**src/rtl/serial_bit_tx.sv**
```systemverilog
// serial_bit_tx
//   Framed serial transmitter. A WIDTH-bit word is accepted over a valid/ready
//   handshake and sent on a 1-bit line as: start (0), data bits, optional even
//   parity bit, then STOP_BITS stop bits (1). Each bit is held for BAUD_DIV clocks.
//
// Ports
//   clk       in   rising-edge clock
//   reset     in   asynchronous active-low reset
//   tx_data   in   word to send, sampled on the accept edge only
//   tx_valid  in   tx_data is valid
//   tx_ready  out  word can be accepted this cycle (IDLE only)
//   data_out  out  registered serial line, idles high
//   busy      out  frame in progress
//   done      out  one-cycle pulse on frame completion
module serial_bit_tx #(
    parameter int WIDTH     = 8,
    parameter int BAUD_DIV  = 4,
    parameter int MSB_FIRST = 0,
    parameter int PARITY_EN = 1,
    parameter int STOP_BITS = 1
) (
    input  logic             clk,
    input  logic             reset,
    input  logic [WIDTH-1:0] tx_data,
    input  logic             tx_valid,
    output logic             tx_ready,
    output logic             data_out,
    output logic             busy,
    output logic             done
);

    localparam logic [2:0] S_IDLE   = 3'd0;
    localparam logic [2:0] S_START  = 3'd1;
    localparam logic [2:0] S_DATA   = 3'd2;
    localparam logic [2:0] S_PARITY = 3'd3;
    localparam logic [2:0] S_STOP   = 3'd4;

    localparam int CW   = (BAUD_DIV > 1) ? $clog2(BAUD_DIV) : 1;
    localparam int BMAX = (WIDTH > STOP_BITS) ? WIDTH : STOP_BITS;
    localparam int BW   = (BMAX > 1) ? $clog2(BMAX) : 1;

    logic [2:0]       r_state;
    logic [CW-1:0]    r_baud;
    logic [BW-1:0]    r_bit;
    logic [WIDTH-1:0] r_shift;
    logic             r_parity;
    logic             r_data_out;
    logic             r_done;

    logic             w_tick;
    logic             w_accept;
    logic             w_first;
    logic [WIDTH-1:0] w_shifted;

    // With BAUD_DIV=1 the counter is pinned at 0, so w_tick is always true.
    assign w_tick   = (r_baud == CW'(BAUD_DIV - 1));
    assign w_accept = tx_valid && (r_state == S_IDLE);

    // The next bit to send always sits at the shift register's outgoing end.
    always_comb begin
        w_first   = r_shift[0];
        w_shifted = r_shift >> 1;
        if (MSB_FIRST != 0) begin
            w_first   = r_shift[WIDTH-1];
            w_shifted = r_shift << 1;
        end
    end

    always_ff @(posedge clk or negedge reset) begin
        if (!reset) begin
            r_state    <= S_IDLE;
            r_baud     <= '0;
            r_bit      <= '0;
            r_shift    <= '0;
            r_parity   <= 1'b0;
            r_data_out <= 1'b1;
            r_done     <= 1'b0;
        end else begin
            r_done <= 1'b0;

            if ((r_state == S_IDLE) || w_tick) begin
                r_baud <= '0;
            end else begin
                r_baud <= r_baud + CW'(1);
            end

            case (r_state)
                S_IDLE: begin
                    if (w_accept) begin
                        r_shift    <= tx_data;
                        r_parity   <= ^tx_data;
                        r_bit      <= '0;
                        r_data_out <= 1'b0;
                        r_state    <= S_START;
                    end
                end
                S_START: begin
                    if (w_tick) begin
                        r_data_out <= w_first;
                        r_shift    <= w_shifted;
                        r_bit      <= '0;
                        r_state    <= S_DATA;
                    end
                end
                S_DATA: begin
                    if (w_tick) begin
                        if (r_bit == BW'(WIDTH - 1)) begin
                            r_bit <= '0;
                            if (PARITY_EN != 0) begin
                                r_data_out <= r_parity;
                                r_state    <= S_PARITY;
                            end else begin
                                r_data_out <= 1'b1;
                                r_state    <= S_STOP;
                            end
                        end else begin
                            r_bit      <= r_bit + BW'(1);
                            r_data_out <= w_first;
                            r_shift    <= w_shifted;
                        end
                    end
                end
                S_PARITY: begin
                    if (w_tick) begin
                        r_data_out <= 1'b1;
                        r_bit      <= '0;
                        r_state    <= S_STOP;
                    end
                end
                S_STOP: begin
                    if (w_tick) begin
                        if (r_bit == BW'(STOP_BITS - 1)) begin
                            r_bit      <= '0;
                            r_data_out <= 1'b1;
                            r_done     <= 1'b1;
                            r_state    <= S_IDLE;
                        end else begin
                            r_bit <= r_bit + BW'(1);
                        end
                    end
                end
                default: begin
                    r_data_out <= 1'b1;
                    r_state    <= S_IDLE;
                end
            endcase
        end
    end

    assign data_out = r_data_out;
    assign done     = r_done;
    assign busy     = (r_state != S_IDLE);
    assign tx_ready = (r_state == S_IDLE);

endmodule

```
**config.mk**
```make
export PLATFORM = sky130hd
export DESIGN_NAME = serial_bit_tx
export DESIGN_NICKNAME = d
export VERILOG_FILES = /design/src/rtl/serial_bit_tx.sv
export SDC_FILE = /design/constraint.sdc
export NUM_CORES = 1
export LEC_CHECK = 0
export BUFFER_PORTS_ARGS = -buffer_cell sky130_fd_sc_hd__clkbuf_2
export CAP_MARGIN = 20
export CORE_ASPECT_RATIO = 1.2
export CORE_MARGIN = 2
export CORE_UTILIZATION = 45
export DETAILED_ROUTE_END_ITERATION = 7
export PLACE_DENSITY = 0.7
export SLEW_MARGIN = 10
export SYNTH_ARGS = -nofsm -noshare
export SYNTH_HDL_FRONTEND = slang
export SYNTH_SLANG_ARGS = --single-unit
```
**constraint.sdc**
```tcl
create_clock -name clk -period 2.69 [get_ports clk]
set_input_delay 0.538 -clock clk [delete_from_list [all_inputs] [get_ports clk]]
set_output_delay 0.538 -clock clk [all_outputs]
set_load 0.01 [all_outputs]
```
==> impl_metrics.json <==
{
  "multiInputGateArea_um2": 682,
  "yosysWarnings": 0,
  "clockBufferDepth": 2,
  "seq_area_frac_synth": 0.390,
  "dp.final_hpwl_um": 1560,
  "postCtsSetupRepairBufs": 0,
  "period_needed_ps": 2130,
  "dp.cells": 148,
  "slew_viol_final": 0,
  "power_density_mw_per_mm2": 1160,
  "hold_viol": 0,
  "postCtsHoldBufs": 0,
  "dieArea_mm2": 0.00315,
  "die_w_um": 51.6,
  "worst_slew_pin_slew_ps": 654,
  "cts_tree": "yes",
  "coreArea_mm2": 0.00255,
  "crit_path_max_fanout": 17,
  "htree_levels": 1,
  "dpl-instance-area_mm2": 0.00129,
  "power_w": 0.00152,
  "detail-route-antenna-nets": 0,
  "max-slew-margin-rel": 0.564,
  "finalSetupTns_ps": 0,
  "layout_common_cells": "dfrtp_1, clkbuf_2, xnor2_1",
  "finClkSkew_ps": 8.49,
  "layout.cells.most_common": "dfrtp_1",
  "drt-total-wl_um": 2100,
  "grt_overflow": 0,
  "cts_resized": 0,
  "drc": 0,
  "track_usage": 0.163,
  "peakVddDrop_mv": 0.628,
  "syn_nets": 123,
  "first_pass_iters": 4,
  "setup_violations": 0,
  "fin_crit_sh": 0.790,
  "grt_max_degree": 20,
  "final_area_mm2": 0.00132,
  "synth-seq-cells": 19,
  "drive_gt1_frac": 0.336,
  "cts_buffers": 3,
  "die_h_um": 61.1,
  "cts.root.buffer_cell": "clkbuf_4",
  "drv_cap": 0,
  "netlist_area_mm2": 0.00122,
  "clock_latency_ps": 300,
  "ff_latch_area_um2": 477,
  "avgViaCountPerCell": 5.46,
  "fin_nets": 135,
  "hold_class": "in2async",
  "avgSynthCellArea_um2": 11.3,
  "ios": 15,
  "drt_iter0_markers": 8,
  "dp_slack_ps": 668,
  "cts_sinks": 19,
  "startpoint_type": "flip-flop",
  "finalNonFillerCells": 152,
  "yosys.cell_types.count": 38,
  "crit_type": "reg2out",
  "start_util": 0.479,
  "layout_setup_ws_ps": 564,
  "required_ps": 2150,
  "n_antenna_cell": 0,
  "wl_per_cell_um": 13.8,
  "leakagePower_nw": 0.576,
  "synthCells": 108,
  "first_global_vias": 801,
  "fill_cells": 230,
  "synthToLayoutAreaGrowth_pct": 7.57,
  "arrival_ps": 1590,
  "status": "finished, final reports clean",
  "clock.fmax_ghz": 0.470,
  "grt_pass1_wl_um": 3770,
  "port_buffers": 14,
  "rrSetupSlack_ps": 660,
  "antenna_found_initial": 0,
  "vias": 830,
  "cts.clk_slew.worst_paths_ps": 110,
  "rsz0062_at_grt": "no",
  "cp-end-kind": "primary output",
  "place_congestion": 0.787,
  "num_rows": 20
}
metal layers:
layer | share of wire | vias up | track usage
li1 | - | 410 | -
met1 | 0.44 | 405 | 0.192
met2 | 0.52 | 13 | 0.300
met3 | 0.026 | 2 | 0.0218
met4 | 0.0076 | 0 | 0.0677
met5 | 0 | - | 0
worst max-delay path: stages (launching register included):
cell and delay (ps):
dfrtp_1 630, nor3_2 450, clkbuf_2 200
path summary, 6_finish.rpt:
path / to / depth (start not counted) / from
worst max-delay path: tx_ready / 2 / r_state[2]
worst min register to register: r_baud[0] / 1 / r_baud[0]
min in group clk: r_baud[0] / 1 / r_baud[0]
max in group asynchronous: data_out / 1 / reset
worst min-delay path: done / 1 / reset
worst max register to register: r_shift[4] / 6 / r_bit[0]
final cells by class:
cell class	instances	area share
clock buffers	3	0.0171
clock inverters	1	0.00380
inverters	5	0.0143
multi-input cells	77	0.518
flip-flops and latches	19	0.362
well taps	33	0.0314
repair buffers	14	0.0532
report_power, final:
part           switching, W  leakage, nW  total (W)  internal [W]
combinational      0.000344        0.322   0.000812      0.000468
sequential         0.000155        0.236   0.000565      0.000410
clock             0.0000898       0.0177   0.000145     0.0000553
total              0.000589        0.576    0.00152      0.000934
cells in the mapped netlist:
library cell / count / area, um^2
nor4bb_1: 1 / 10.0
mux2_1: 2 / 22.5
nor3b_1: 3 / 22.5
o21ai_0: 3 / 15.0
or3b_1: 1 / 8.76
a31oi_1: 5 / 31.3
nand2b_1: 1 / 6.26
nand4b_1: 1 / 8.76
ha_1: 4 / 50.1
nor2b_4: 1 / 13.8
o21a_1: 1 / 7.51
nor3_1: 2 / 10.0
a21boi_1: 1 / 7.51
nor2b_1: 1 / 6.26
o21ai_1: 1 / 5.00
a311oi_1: 1 / 8.76
xnor2_1: 9 / 78.8
mux2_4: 8 / 120
dfstp_2: 1 / 26.3
nor3_2: 1 / 10.0
o22ai_1: 2 / 12.5
or2_1: 1 / 6.26
nand3_1: 2 / 10.0
nor2_1: 4 / 15.0
nor2_2: 1 / 6.26
nand3b_1: 2 / 15.0
buf_2: 4 / 20.0
nor3_4: 1 / 16.3
inv_1: 5 / 18.8
clkbuf_1: 1 / 3.75
a311oi_2: 1 / 15.0
nand2_1: 2 / 7.51
a21oi_1: 2 / 10.0
mux2i_1: 2 / 20.0
dfrtp_1: 18 / 450
a211oi_1: 2 / 15.0
buf_6: 2 / 22.5
mux2_2: 8 / 90.1
flip-flops by register name, summed over array words and instances, names as in the netlist:
signal,cells
data_out,1
r_bit,3
r_shift,8
done,1
r_parity,1
r_baud,2
r_state,3
cell families (layout without fill, tap and decap cells):
kind of cell,count (synthesis),count (layout),share of synthesized area
buf+inv,12,23,0.0532
flops,19,19,0.390
xor+xnor,9,9,0.0644
mux,20,20,0.207
compound gates,19,19,0.104
fa+ha+maj,4,4,0.0409
simple gates,25,25,0.141
through the flow:
stage | hold WS [ps] | util
after floorplan | 242 | -
after global placement | 428 | 0.505
after detailed placement | 432 | 0.505
after CTS | 177 | 0.516
after global routing | 182 | 0.516
final | 167 | 0.516
Power figures use the tool's default switching activity.
